===== config.mk =====
export PLATFORM = sky130hd
export DESIGN_NAME = ram_stream_reader
export DESIGN_NICKNAME = d
export VERILOG_FILES = /design/src/rtl/ram_stream_reader.sv
export SDC_FILE = /design/constraint.sdc
export NUM_CORES = 1
export LEC_CHECK = 0
export CAP_MARGIN = 20
export CORE_MARGIN = 4
export CORE_UTILIZATION = 48
export CTS_BUF_LIST = sky130_fd_sc_hd__clkbuf_4 sky130_fd_sc_hd__clkbuf_8
export DETAILED_ROUTE_END_ITERATION = 16
export PLACE_DENSITY = 0.95
export SLEW_MARGIN = 20
export SYNTH_ARGS = -nofsm -noshare
export SYNTH_HDL_FRONTEND = slang
export SYNTH_SLANG_ARGS = --single-unit
export TNS_END_PERCENT = 30

===== constraint.sdc =====
create_clock -name clk -period 5.74 [get_ports clk]
set_input_delay 0.861 -clock clk [delete_from_list [all_inputs] [get_ports clk]]
set_output_delay 0.861 -clock clk [all_outputs]
set_load 0.005 [all_outputs]

===== src/rtl/ram_stream_reader.sv =====
// Streams a burst of words out of a single-port RAM onto a valid/ready output.
// Optional o_last output is enabled by defining RAM_STREAM_READER_LAST_EN.
module ram_stream_reader #(
  parameter int RAM_ADDR_WIDTH = 8,
  parameter int RAM_DATA_WIDTH = 32
) (
  input  logic                      clk,
  input  logic                      rst_n,
  input  logic                      i_req_valid,
  output logic                      o_req_ready,
  input  logic [RAM_ADDR_WIDTH-1:0] i_req_addr,
  input  logic [RAM_ADDR_WIDTH:0]   i_req_len,
  output logic [RAM_ADDR_WIDTH-1:0] o_ram_addr,
  input  logic [RAM_DATA_WIDTH-1:0] i_ram_rd_data,
  output logic                      o_valid,
  input  logic                      i_ready,
  output logic [RAM_DATA_WIDTH-1:0] o_data,
  output logic                      o_busy,
`ifdef RAM_STREAM_READER_LAST_EN
  output logic                      o_last,
`endif
  output logic                      o_done
);

  localparam int LEN_W = RAM_ADDR_WIDTH + 1;

  typedef enum logic [1:0] {
    IDLE  = 2'd0,
    READ  = 2'd1,
    DRAIN = 2'd2
  } state_t;

  state_t                    state;
  state_t                    state_next;
  logic                      accept;
  logic                      load;
  logic                      xfer;
  logic [RAM_ADDR_WIDTH-1:0] addr_cnt;
  logic [LEN_W-1:0]          rem_cnt;

  assign xfer        = o_valid && i_ready;
  assign o_ram_addr  = addr_cnt;
  assign o_req_ready = (state == IDLE);
  assign o_busy      = (state != IDLE);

  // State register
  always_ff @(posedge clk or negedge rst_n) begin
    if (!rst_n) begin
      state <= IDLE;
    end else begin
      state <= state_next;
    end
  end

  // Next-state and load decision; a load only happens when the output slot is free or draining
  always_comb begin
    state_next = state;
    accept     = 1'b0;
    load       = 1'b0;
    case (state)
      IDLE: begin
        if (i_req_valid) begin
          accept = 1'b1;
          if (i_req_len != LEN_W'(0)) begin
            state_next = READ;
          end else begin
            state_next = DRAIN;
          end
        end else begin
          state_next = IDLE;
        end
      end
      READ: begin
        if ((!o_valid || i_ready) && (rem_cnt != LEN_W'(0))) begin
          load = 1'b1;
          if (rem_cnt == LEN_W'(1)) begin
            state_next = DRAIN;
          end else begin
            state_next = READ;
          end
        end else begin
          state_next = READ;
        end
      end
      DRAIN: begin
        if (!o_valid || i_ready) begin
          state_next = IDLE;
        end else begin
          state_next = DRAIN;
        end
      end
      default: begin
        state_next = IDLE;
      end
    endcase
  end

  // Address/length counters, output word register and completion pulse
  always_ff @(posedge clk or negedge rst_n) begin
    if (!rst_n) begin
      addr_cnt <= {RAM_ADDR_WIDTH{1'b0}};
      rem_cnt  <= {LEN_W{1'b0}};
      o_data   <= {RAM_DATA_WIDTH{1'b0}};
      o_valid  <= 1'b0;
      o_done   <= 1'b0;
    end else begin
      o_done <= (state == DRAIN) && (state_next == IDLE);
      if (accept) begin
        addr_cnt <= i_req_addr;
        rem_cnt  <= i_req_len;
      end else if (load) begin
        addr_cnt <= addr_cnt + RAM_ADDR_WIDTH'(1);
        rem_cnt  <= rem_cnt - LEN_W'(1);
      end else begin
        addr_cnt <= addr_cnt;
        rem_cnt  <= rem_cnt;
      end
      if (load) begin
        o_data  <= i_ram_rd_data;
        o_valid <= 1'b1;
      end else if (xfer) begin
        o_valid <= 1'b0;
      end else begin
        o_valid <= o_valid;
      end
    end
  end

`ifdef RAM_STREAM_READER_LAST_EN
  // Tag the word loaded while one word remains; held with o_data under backpressure
  always_ff @(posedge clk or negedge rst_n) begin
    if (!rst_n) begin
      o_last <= 1'b0;
    end else if (load) begin
      o_last <= (rem_cnt == LEN_W'(1));
    end else if (xfer) begin
      o_last <= 1'b0;
    end else begin
      o_last <= o_last;
    end
  end
`endif

endmodule

# Yosys cells after proc, flatten, opt, wreduce, memory -nomap -nowiden
# Cells that the tools add are included.
# W data, S select, Z words.
# word_totals
reg_bits	53
in_bits	53
output_inout_bits	44
elab_cells	39
# op_classes
n_eq_ne	3
mux	16
add_sub_neg	2
reduce_logical	12
# ops
cell	n
$mux W9	2
$reduce_bool A9 Y1	2
$mux W8	2
$mux W2	5
$eq A9 B1 Y1 const B	1
$sub A9 B1 Y9 const B	1
$add A8 B1 Y8 const B	1
$mux W1	6
$pmux W2 S3	1
$reduce_bool A2 Y1	3
$logic_not A2 Y1	2
$logic_and A1 B1 Y1	3
$eq A2 B1 Y1 const B	1
$eq A2 B2 Y1 const B	1
$logic_not A1 Y1	1
$logic_or A1 B1 Y1	1

# Depth between registers and ports, before layout
# Gate-level depths: netlist of run 1.
# logic_depth
depth_word	7
depth_mapped	8
depth_no_buf	6

# Worst setup path before layout of run 1
# No wires, ideal clock.
# synth_path
kind	in2reg
start	input port i_req_valid
end	register addr_cnt[7] (netlist: o_ram_addr[7])
setup_slack_ns	3.759
path_stages	5
required_time_ns	5.610
path_buffers	1
arrival_time_ns	1.851
setup_time_ns	0.130
cell_sequence	or3b_2 > clkbuf_1 > o211ai_1 > a21boi_0 > nand3_1
# synth_via
elab_chain_len	3
word_cells_on_any_way	4
cone_classes	mux: 3; reduce/logical: 1
# synth_rtl
item	line	rtl
start: declaration	9	input logic i_req_valid,
$mux W1 *	62	if (i_req_valid) begin
$mux W1 *	60	case (state)
$mux W8 or $reduce_bool A2 Y1 (tied branches)	-	
end signal: assignment	109	addr_cnt <= i_req_addr;
end signal: assignment	112	addr_cnt <= addr_cnt + RAM_ADDR_WIDTH'(1);
end signal: assignment	115	addr_cnt <= addr_cnt;
end: declaration	38	logic [RAM_ADDR_WIDTH-1:0] addr_cnt;
# Mark *: on every way between the ends. The rest lies on a longest branch, timed or not.
# A chain may end at the register's enable or synchronous reset.

# Worst setup path after layout of run 1
# layout_path
start	register rem_cnt[0]
end	register rem_cnt[7]
# layout_via
elab_chain_len	5
word_cells_on_any_way	8
cone_classes	add/sub: 1; mux: 4; reduce/logical: 3
# layout_rtl
item	line	rtl
start: declaration	39	logic [LEN_W-1:0] rem_cnt;
start signal: assignment	102	rem_cnt <= {LEN_W{1'b0}};
start signal: assignment	110	rem_cnt <= i_req_len;
start signal: assignment	113	rem_cnt <= rem_cnt - LEN_W'(1);
parallel branches: the longest is 5 deep, another holds $sub A9 B1 Y9	-	
# Several ways; the timed one is not identified. The select of a mux whose other input is x is not followed.

==> results list, run 1 <==
- Logic gate share of total power: 37.9%
- Buffer cell driving the clock tree root: clkbuf_8
- After Yosys synthesis, XOR and XNOR cells account for 0% of the synthesized area.
- The first global-routing pass estimated 10300 µm of wire.
- After filler insertion, the fill cell instance count of the layout stands at 353.
- In this run the worst path has a maximum fanout of 27.
- For this design the total switching power over the nets is 0.448 mW.
- FP Rows: 25
- Longest individual stage delay on the worst path: 0.79 ns
* Total half-perimeter wirelength after legalization and detailed placement: 4660 µm
- Number of different library cells in the post-synthesis netlist: 38
* Count of pins on the block boundary: 97
- The synthesized netlist devotes 29.7% of its cell area to simple gates.
- For this run, the post-layout net count is 423.
- Initial DRC Count: 173
- Subtracting the final worst setup slack from the clock period gives 3.12 ns.
* Max VDD drop: 0.000272 V
- Cell internal power was estimated by the tool at 0.899 mW.
* TritonCTS Buffers: 5
- Each instance of the synthesized netlist takes up on average 8.99 µm².
- For this configuration, the core starts out at a cell density of 50.8%.
* Overall overflow remaining after global route: 0
* Weighted congestion at the end of routability-driven global placement: 0.833
* Cell type of the slowest stage on the worst timing path: a211o_1
- HP Class: flop to flop
- Post-CTS setup buffer count: 0
- Worst setup EP type: flop
* Crit path buf inv count: 2
- Share of power burned in registers: 43.0%
* CTS tree: yes
- Combinational family with the most area after synthesis: simple AND/OR/NAND/NOR gates
- Via count: 2312
- Worst-path clk slew: 0.10 ns
- Commonest non-fill, non-tap cells in the layout: nand2_1, clkdlybuf4s50_1, dfrtp_1
* I/O Buffers: 96
* Achievable clock frequency: 320 MHz
- The setup path with the least slack is of type flop to flop.
- Setup violations remaining at the end of the flow were counted as 0.
* Post-CTS Hold Buffers: 0
* Antenna fix cells: 0
* Gate count of the mapped netlist: 272
- The initial antenna violation count came to 0.
- Post-place setup slack: 2.49 ns
- Complex-gate fraction of the synthesized area: 9.67%
- The critical path goes through inv_1 > ha_1 > nor4b_1 > a211o_1 > buf_4 > nor3_1 > a221o_1.
- Layout Skew: 0.0104 ns
- In the synthesized netlist the dominant register cell turns out to be dfrtp_1.
- Transition time at the pin with the least slew margin: 1.06 ns
* Clock Sinks: 53
- Ys Warns: 0
- For this design the ratio of total power to cell area is 376 mW/mm².
- Final ANT Viol Nets: 0
* Final routed wire length divided by cell count: 14.7 µm
* Die span in y: 79.4 µm
- The design draws 1.35 mW.
- The final-report max-slew violation count was 0.
- The core region is 0.00482 mm².
- Crit share post-route: 54.4%
- Count of unresolved DRC violations after routing: 0
* Data arrival, critical path: 3.31 ns
* Global routing usage summed across all routing layers: 20.5%
- The clock network accounts for 19.0% of the total power.
* Arithmetic-cell share of the synthesized area counting full adders, half adders and majority gates: 2.05%
- Setup repair after global routing left no endpoint under its margin.
* Overall die area: 0.00630 mm²
* Nature of the critical path startpoint: flop
* Horizontal die dimension: 79.4 µm
* Cell family with most CP delay: compound AO/OA/AOI/OAI gates
- Of the total power, the share spent switching nets is 33.2%.
- Result of the run: complete, no violations
* Multiplexer area fraction after synthesis: 1.64%
* Number of global-route vias before repair: 2314
* Detail-routed via count per cell: 5.33
- The clock passes through at most 2 buffers.
* First-pass iteration count of the detailed router: 4
- Share of cells above drive strength 1: 5.18%
* Seq/Total Area, Yosys: 54.2%
- Proportion of synthesized flip-flops having asynchronous set or reset: 100%
- Final setup TNS: 0 ns
- Clock Latency Late Sink: 0.31 ns
* Leading cell type in the layout, fill and taps excluded: nand2_1
- Final worst slack: 2.62 ns
- Number of resized instances in the post-cts repair step: 0
* Pin count of the biggest net entering global routing: 54
* Syn Nets: 329
* Max-cap violation count: 0
- The area growth from synthesis to layout is 46.3%.
- Total standard cell area after synthesis: 0.00245 mm²
* Number of hold-slack violations in the final timing report: 0
- In this run the number of H-tree levels came out at 2.
- Static Leakage: 1.62 nW
- After synthesis the netlist holds a flip-flop and latch count of 53.
- Required time worst endpoint: 5.93 ns
* Number of enable-type register cells in the synthesized netlist: 0
* Final routed wirelength across all metal layers: 6370 µm
- In this run the tightest slew margin relative to its limit is 29.1%.
## power by group through the flow
| stage | Combinational, mW | Sequential [mW] | Clock (mW) |
|---|---|---|---|
| after floorplan | 0.245 | 0.573 | 0 |
| after global placement | 0.491 | 0.578 | 0 |
| after detailed placement | 0.514 | 0.582 | 0 |
| after CTS | 0.516 | 0.578 | 0.261 |
| after global routing | 0.562 | 0.596 | 0.274 |
| final | 0.511 | 0.580 | 0.257 |
## area by class of cell
type / count / area, µm² / area share, %
Sequential cell: 53 / 1330 / 37.0
Multi-Input combinational cell: 204 / 1060 / 29.7
Timing Repair Buffer: 99 / 978 / 27.3
Tap cell: 67 / 83.8 / 2.34
Clock buffer: 6 / 76.3 / 2.13
Clock inverter: 2 / 38.8 / 1.08
Inverter: 3 / 11.3 / 0.315
## path summary, 6_finish.rpt
kind	cells past startpoint	to	from	slack (ns)
hold reg to reg	2	o_data[19]	o_data[19]	0.48
hold / removal	2	o_data[19]	o_data[19]	0.48
setup / recovery	7	rem_cnt[7]	rem_cnt[0]	2.62
min in group asynchronous	2	rem_cnt[3]	rst_n	0.65
setup reg to reg	7	rem_cnt[7]	rem_cnt[0]	2.62
max in group asynchronous	2	rem_cnt[0]	rst_n	4.65
## registers in the layout, indices dropped and copies added (netlist names)
| register | count |
|---|---|
| o_data | 32 |
| o_done | 1 |
| o_ram_addr | 8 |
| o_valid | 1 |
| rem_cnt | 9 |
| state | 2 |
## per-layer routing
metal	vias to the layer above	wire (µm)	GRT usage (%)	share of wire, %
met3	12	494	5.87	7.8
met5	-	0	0	0
met2	92	3160	34.9	50
met4	0	114	6.70	1.8
li1	1108	-	-	-
met1	1100	2600	25.1	41
## logic make-up (layout without fill, tap and decap cells)
logic type,Yosys count,count (layout)
AO/OA/AOI/OAI,33,33
adder cells (fa/ha/maj),4,4
buffers and inverters,15,110
flip-flops,53,53
multiplexers,4,4
AND/OR/NAND/NOR,163,163
## stage by stage
step | instance area [µm²] | util [%] | std cells | hold WS (ns)
2_1_floorplan | 2450 | - | 272 | 0.470
3_3_place_gp | 3460 | 71.9 | 426 | 0.457
3_5_place_dp | 3460 | 71.9 | 426 | 0.462
4_1_cts | 3580 | 74.3 | 434 | 0.485
5_1_grt | 3580 | 74.3 | 434 | 0.495
6_report | 3580 | 74.3 | 434 | 0.482
## worst min-delay path, delay by kind of cell (launching register included)
kind | cells | cell delay [ns]
flip-flops | 1 | 0.35
AND/OR/NAND/NOR | 2 | 0.11
## synthesized netlist by cell type, types with 3 or more instances
library cell / instances / share of area, %
inv_1: 3 / 0.46
a31oi_1: 4 / 1.0
or4_1: 5 / 1.5
nor2_1: 11 / 1.7
nor4_1: 5 / 1.3
a211o_1: 4 / 1.4
mux2i_1: 4 / 1.6
nand3_1: 12 / 2.5
clkbuf_1: 3 / 0.46
nor3_1: 5 / 1.0
o211ai_1: 6 / 1.8
a21oi_1: 6 / 1.2
dfrtp_1: 53 / 54
buf_2: 6 / 1.2
or2_2: 3 / 0.77
ha_1: 4 / 2.0
o21ai_0: 3 / 0.61
nand2_1: 108 / 17
No activity file was read; power rests on OpenSTA's default activity.
==> run 2, diff against run 1 <==
- CORE_UTILIZATION: 48 -> 40
- PLACE_DENSITY: 0.95 -> 0.88
- clock period: 5.74 -> 2.6 ns (I/O delays scaled with it)
==> run 2 against run 1 <==
Compared with the run above:
- non-clock buffer count is 7 higher
- largest power group unchanged
- final cell count up 3.5%
- combinational power increased by 130%
- first-iteration DRC count shrank 12%
- register-to-register slack got worse by 2.3 ns
- sequential power rose by 120%
- hold slack worse by 0.36 ns
- wire length down 0.83%
- via count increased by 1.6%
- die area increased by 18%
- critical path type unchanged
- flip-flop and latch count stayed put
==> results list, run 2 (synthesis results as in run 1) <==
* Result of the run: complete, no violations
- The clock latency on the worst-skew pair came to 0.30 ns (about the same).
- The iteration-0 DRC count of the detailed router was 153 (-12%).
* HP Class: input port to asynchronous set/reset pin
* Weighted congestion at the end of routability-driven global placement: 0.803 (-3.6%)
* Achievable clock frequency: 432 MHz (+35%)
- The number of flip-flops under the largest register name was 32 (unchanged).
- Clock Sinks: 53 (unchanged)
- The first-pass GRT wire length was 10600 µm (+2.4%).
- Final routed wire length divided by cell count: 14.1 µm (-4.1%)
* Pin count of the biggest net entering global routing: 32 (-41%)
- The largest individual stage delay along the critical path comes from the cell or4_1.
- Setup repair after global routing left no endpoint under its margin.
- In this run the critical register-to-register path is launched from rem_cnt[0].
* Power per standard cell area: 802 mW/mm² (+110%)
- Top reg by flops: o_data
* Required time worst endpoint: 2.83 ns (-3.10 ns)
- The worst IR drop on VDD came to 0.000465 V (+71%).
* Worst setup EP type: flop
* Global routing usage summed across all routing layers: 17.5% (-3.0 points)
- The level count of the clock H-tree was 2 (unchanged).
* Total Nets Final: 430 (+1.7%)
* Via count: 2350 (+1.6%)
* Share of cells above drive strength 1: 6.95% (+1.8 points)
- Commonest non-fill, non-tap cells in the layout: nand2_1, clkdlybuf4s50_1, dfrtp_1
- The half-perimeter wire length after placement is 4810 µm (+3.0%).
- Horizontal die dimension: 86.2 µm (+8.6%)
- The aggregate routed wire length is 6320 µm (-0.83%).
- Part of the power in the clock network: 16.4% (-2.6 points)
- Number of antenna violations at the first check in global routing: 0 (unchanged)
* TritonCTS Buffers: 5 (unchanged)
* CP startpoint: rem_cnt[0]
- First-pass iteration count of the detailed router: 4 (unchanged)
- Crit path buf inv count: 2 (unchanged)
* Critical Path Fanout Max: 16 (-41%)
* Series of cell instances along the critical path: inv_1 > ha_1 > nor4b_1 > buf_4 > a211o_1 > or4_1 > a31oi_1
- Layout overhead on the synthesized area: 48.1%
- Worst-path clk slew: 0.10 ns (about the same)
* Overall die area: 0.00743 mm² (+18%)
- The combinational share of power came to 39.7% (+1.8 points).
- Number of hold-slack violations in the final timing report: 0 (unchanged)
- CTS placed an instance of clkbuf_8 at the clock tree root.
- Overall overflow remaining after global route: 0 (unchanged)
- Static Leakage: 1.64 nW (+1.2%)
- Post-CTS setup buffer count: 0 (unchanged)
- The data arrival at the endpoint of the critical path is 2.55 ns (-0.76 ns).
* Relative slew slack: 53.7% (+25 points)
- Post-CTS Hold Buffers: 0 (unchanged)
- Core area: 0.00592 mm² (+23%)
- The worst setup path is launched from a flop.
* Sw Ratio: 34.3% (+1.0 points)
* Die span in y: 86.2 µm (+8.6%)
- The number of placement rows is 28 (+12%).
- The power consumption is 2.91 mW (+120%).
- Longest individual stage delay on the worst path: 0.56 ns (-0.23 ns)
- Leading cell type in the layout, fill and taps excluded: nand2_1
* Layout Skew: 0.00286 ns (-0.00752 ns)
* Final setup TNS: 0 ns (unchanged)
- WP depth: 7 (unchanged)
- Maximum buffer depth of the clock tree: 2 (unchanged)
- Number of global-route vias before repair: 2304 (-0.43%)
- The number of setup violations in the final report came to 0 (unchanged).
* CTS tree: yes
* Net switching component of the power: 0.997 mW (+120%)
* Share of power burned in registers: 43.9% (+0.9 points)
- Max-cap violation count: 0 (unchanged)
- Count of pins on the block boundary: 97 (unchanged)
- Final ANT Viol Nets: 0 (unchanged)
- The average via count per standard cell is 5.23 (-1.8%).
* Crit share post-route: 89.1% (+35 points)
- The initial standard-cell utilization of the core was 41.3% (-9.5 points).
* Count of unresolved DRC violations after routing: 0 (unchanged)
- Cell internal power dissipation: 1.91 mW (+110%)
- The post-cts repair resize count is 0 (unchanged).
- Antenna fix cells: 0 (unchanged)
* Final min period: 2.32 ns (-0.808 ns)
- The final-report max-slew violation count was 0 (unchanged).
- The cell count of the worst reg-to-reg path is 7 (unchanged).
* Worst Setup Path Type: flop to flop
* Cell family with most CP delay: simple AND/OR/NAND/NOR gates
- The count of buffers inserted at the top-level ports is 96 (unchanged).
- Transition time at the pin with the least slew margin: 0.694 ns (-0.365 ns)
==> run 2: final cells by class <==
type                    count  area (µm²)
fillers                   502        2300
flip-flops and latches     53        1330
multi-input cells         204        1060
repair buffers            106        1030
well taps                  75        93.8
clock buffers               5        68.8
clock inverters             3        26.3
inverters                   3        11.3
==> run 2: per-layer routing <==
metal	share of wire [%]	track usage [%]	up-vias
met2	52	31.0	99
met4	1.8	4.39	0
met5	0	0	-
met3	7.1	4.09	14
li1	-	-	1130
met1	39	21.6	1107
==> run 2: worst paths after layout <==
| path | to | slack, ns |
|---|---|---|
| max in group asynchronous | o_data[7] | 1.73 |
| hold / removal | o_ram_addr[5] | 0.12 |
| hold reg to reg | o_data[8] | 0.48 |
| setup / recovery | o_ram_addr[6] | 0.28 |
| setup reg to reg | o_ram_addr[6] | 0.28 |
| min in group clk | o_data[8] | 0.48 |
==> run 2: power by group through the flow <==
stage	Sequential (mW)	Combinational, mW	Clock, mW
5_1_grt	1.32	1.28	0.525
6_report	1.28	1.15	0.477
3_5_place_dp	1.29	1.16	0
2_1_floorplan	1.26	0.542	0
4_1_cts	1.27	1.17	0.494
3_3_place_gp	1.28	1.12	0
==> run 2: metrics by stage <==
step,hold WS (ns),cells,utilization [%],cell area (µm²),worst slack [ns]
global route,0.164,449,61.2,3620,0.115
floorplan,0.0944,272,-,2450,0.693
global placement,0.457,441,59.6,3530,0.371
detailed placement,0.461,441,59.6,3530,0.277
finish,0.120,449,61.2,3620,0.283
CTS,0.139,449,61.2,3620,0.265
==> run 3, diff against run 2 <==
- CORE_UTILIZATION: 40 -> 39
- CTS_CLUSTER_SIZE: default -> 12
- PLACE_DENSITY: 0.88 -> 0.86
==> run 3 against run 2 <==
Compared with the run above:
- global-route usage is 0.25 points lower
- non-clock buffer count fell by 4
- count of clock-buffer cells in the layout unchanged
- die area is 2.3% higher
- first-iteration DRC count shrank 8.5%
- sequential power about the same
- sequential share of layout area unchanged
- clock skew grew 0.0064 ns
- clock power up 18%
- via count is 4.0% lower
- core utilization down 0.72 points
- final cell count fell by 0.89%
- critical endpoint unchanged
- highest routed layer unchanged
==> results list, run 3 (synthesis results as in run 1) <==
* Core area: 0.00599 mm² (+1.2%)
* Via count: 2255 (-4.0%)
- The number of cells in the design after placement is 437 (-0.91%).
- Initial DRC Count: 140 (-8.5%)
* Wire length of the first global-routing pass: 10500 µm (-0.32%)
* Total Nets Final: 426 (-0.93%)
- The static leakage power came to 1.64 nW (about the same).
- The count of buffers inserted at the top-level ports came to 96 (unchanged).
* Initial core utilization: 40.8% (-0.48 points)
- The overflow left after global routing was 0 (unchanged).
- Max VDD drop: 0.000433 V (-6.9%)
- The average via count per standard cell is 5.07 (-3.2%).
- Crit path buf inv count: 3 (+1)
* Final routed wirelength across all metal layers: 6280 µm (-0.62%)
* Number of levels the H-tree was split into: 2 (unchanged)
- Result of the run: complete, no violations
* Horizontal die dimension: 87.2 µm (+1.2%)
- The highest net fanout along the worst path is 53 (+37).
- The total net switching power was 0.989 mW (-0.72%).
- Final std cells w/o fill: 445 (-0.89%)
* Maximum buffer depth of the clock tree: 2 (unchanged)
- Startpoint of the most critical register-to-register path: rem_cnt[0]
- The worst setup path is launched from a flop.
- Overall die area: 0.00760 mm² (+2.3%)
* Longest individual stage delay on the worst path: 0.51 ns (-0.05 ns)
- The worst setup path is of the flop to flop kind.
* Flop2flop setup slack: 0.24 ns (-0.04 ns)
- TritonCTS built the clock tree.
* Post-CTS setup buffer count: 0 (unchanged)
* CP Capture Point: o_ram_addr[6]
* HP Class: input port to asynchronous set/reset pin
- The routed length per placed instance is 14.1 µm (+0.28%).
- Capture instance of the worst register-to-register path: o_ram_addr[6]
- Final worst slack: 0.240 ns (-0.0427 ns)
- The number of sinks on the clock net is 53 (unchanged).
* Die span in y: 87.2 µm (+1.2%)
- The switching part of the total was 33.1% (-1.2 points).
- Layout Skew: 0.00928 ns (+0.00642 ns)
- The power density normalized to cell area came to 824 mW/mm² (+2.7%).
- CP startpoint: rem_cnt[0]
* Worst-path clk slew: 0.10 ns (about the same)
- Data arrival, critical path: 2.59 ns (+0.04 ns)
- The count of nets left with antenna violations after detail routing came to 0 (unchanged).
- Transition time at the pin with the least slew margin: 0.829 ns (+0.135 ns)
* FF-to-FF path depth: 8 (+1)
- Achievable clock frequency: 424 MHz (-1.8%)
- The register with the most flip-flops in the final layout is o_data.
* Layout overhead on the synthesized area: 48.1% (unchanged)
* Fin. max-slew vios: 0 (unchanged)
- Share of power burned in registers: 42.7% (-1.2 points)
- The internal power component is 2.00 mW (+4.5%).
* Clock Latency Late Sink: 0.31 ns (about the same)
- The relative contribution of the clock network to total power is 18.8% (+2.4 points).
* Global routing usage summed across all routing layers: 17.3% (-0.25 points)
- The critical path goes through inv_1 > ha_1 > nor4b_1 > buf_4 > a211o_1 > buf_12 > or4_1 > a31oi_1.
- Post-CTS Hold Buffers: 0 (unchanged)
- The half-perimeter wire length after placement is 4680 µm (-2.6%).
- The post-route setup TNS was 0 ns (unchanged).
- The number of max-cap violations came to 0 (unchanged).
* Number of resized instances in the post-cts repair step: 0 (unchanged)
- Share of cells above drive strength 1: 5.95% (-1.0 points)
- Antenna fix cells: 0 (unchanged)
* Final setup viols: 0 (unchanged)
- The library cell used most frequently in the layout, excluding fill and tap cells, is nand2_1.
- Number of flip-flops in the largest register: 32 (unchanged)
- Setup repair after global routing left no endpoint under its margin.
- Crit share post-route: 90.8% (+1.6 points)
- The required arrival time at the worst endpoint was 2.83 ns (about the same).
* Buffer cell driving the clock tree root: clkbuf_8
- Leaving out fill and tap cells, the most frequent cells in the layout are nand2_1, clkdlybuf4s50_1, dfrtp_1.
- Among all stages on the critical path, the largest delay is contributed by or4_1.
- The shortest period the worst path allows came to 2.36 ns (+0.0427 ns).
- The number of stages on the worst setup path was 8 (+1).
- The worst slack at placement was 0.243 ns (-0.0336 ns).
* Number of global-route vias before repair: 2311 (+0.30%)
* TritonCTS Buffers: 5 (unchanged)
- Worst setup EP type: flop
- Count of pins on the block boundary: 97 (unchanged)
- Pin count of the biggest net entering global routing: 54 (+69%)
* Weighted congestion at the end of routability-driven global placement: 0.846 (+5.4%)
- The final core utilization came to 60.5% (-0.72 points).
* Number of antenna violations at the first check in global routing: 0 (unchanged)
- Relative slew slack: 44.7% (-9.0 points)
- Logic gate share of total power: 38.5% (-1.2 points)
- The total iterations of the first detailed-routing run was 4 (unchanged).
- The count of endpoints failing hold in the final timing report was 0 (unchanged).
- Among cell families on the critical path, the largest total delay comes from simple AND/OR/NAND/NOR gates.
* FP Rows: 28 (unchanged)
- The final routed DRC violation total came to 0 (unchanged).
## run 3: layout make-up
type,instances,area [µm²]
sequential,53,1330
timing repair buffer,102,1010
multi-input combinational,204,1060
clock buffer,5,68.8
fill,511,2370
tap,75,93.8
clock inverter,3,43.8
inverter,3,11.3
## run 3: how the worst min path moves through the flow
stage,start,endpoint,slack (ns),depth (start not counted)
finish,rst_n,o_ram_addr[3],0.16,1
global route,rst_n,o_ram_addr[3],0.23,1
CTS,rst_n,o_ram_addr[3],0.20,1
detailed placement,o_data[4],o_data[4],0.46,2
global placement,o_data[7],o_data[7],0.46,2
floorplan,rst_n,o_data[0],0.09,0
## run 3: per-stage QoR
stage,cell area [µm²],power [mW],hold WS (ns)
floorplan,2450,1.81,0.0944
global placement,3510,2.39,0.457
detailed placement,3510,2.45,0.461
CTS,3620,3.01,0.201
global route,3620,3.20,0.234
finish,3620,2.98,0.164
## run 3: power groups by stage
stage                     Clock [mW]  Sequential [mW]  Combinational (mW)
after floorplan                    0             1.26               0.542
after global placement             0             1.28                1.11
after detailed placement           0             1.28                1.16
after CTS                      0.574             1.27                1.16
after global routing           0.615             1.32                1.27
final                          0.561             1.27                1.15
## run 3: metal layers
metal / vias to the layer above / track usage [%] / wire, µm
li1: 1122 / - / -
met1: 1041 / 21.9 / 2590
met2: 84 / 30.1 / 3170
met3: 8 / 3.78 / 436
met4: 0 / 4.18 / 86
met5: - / 0 / 0
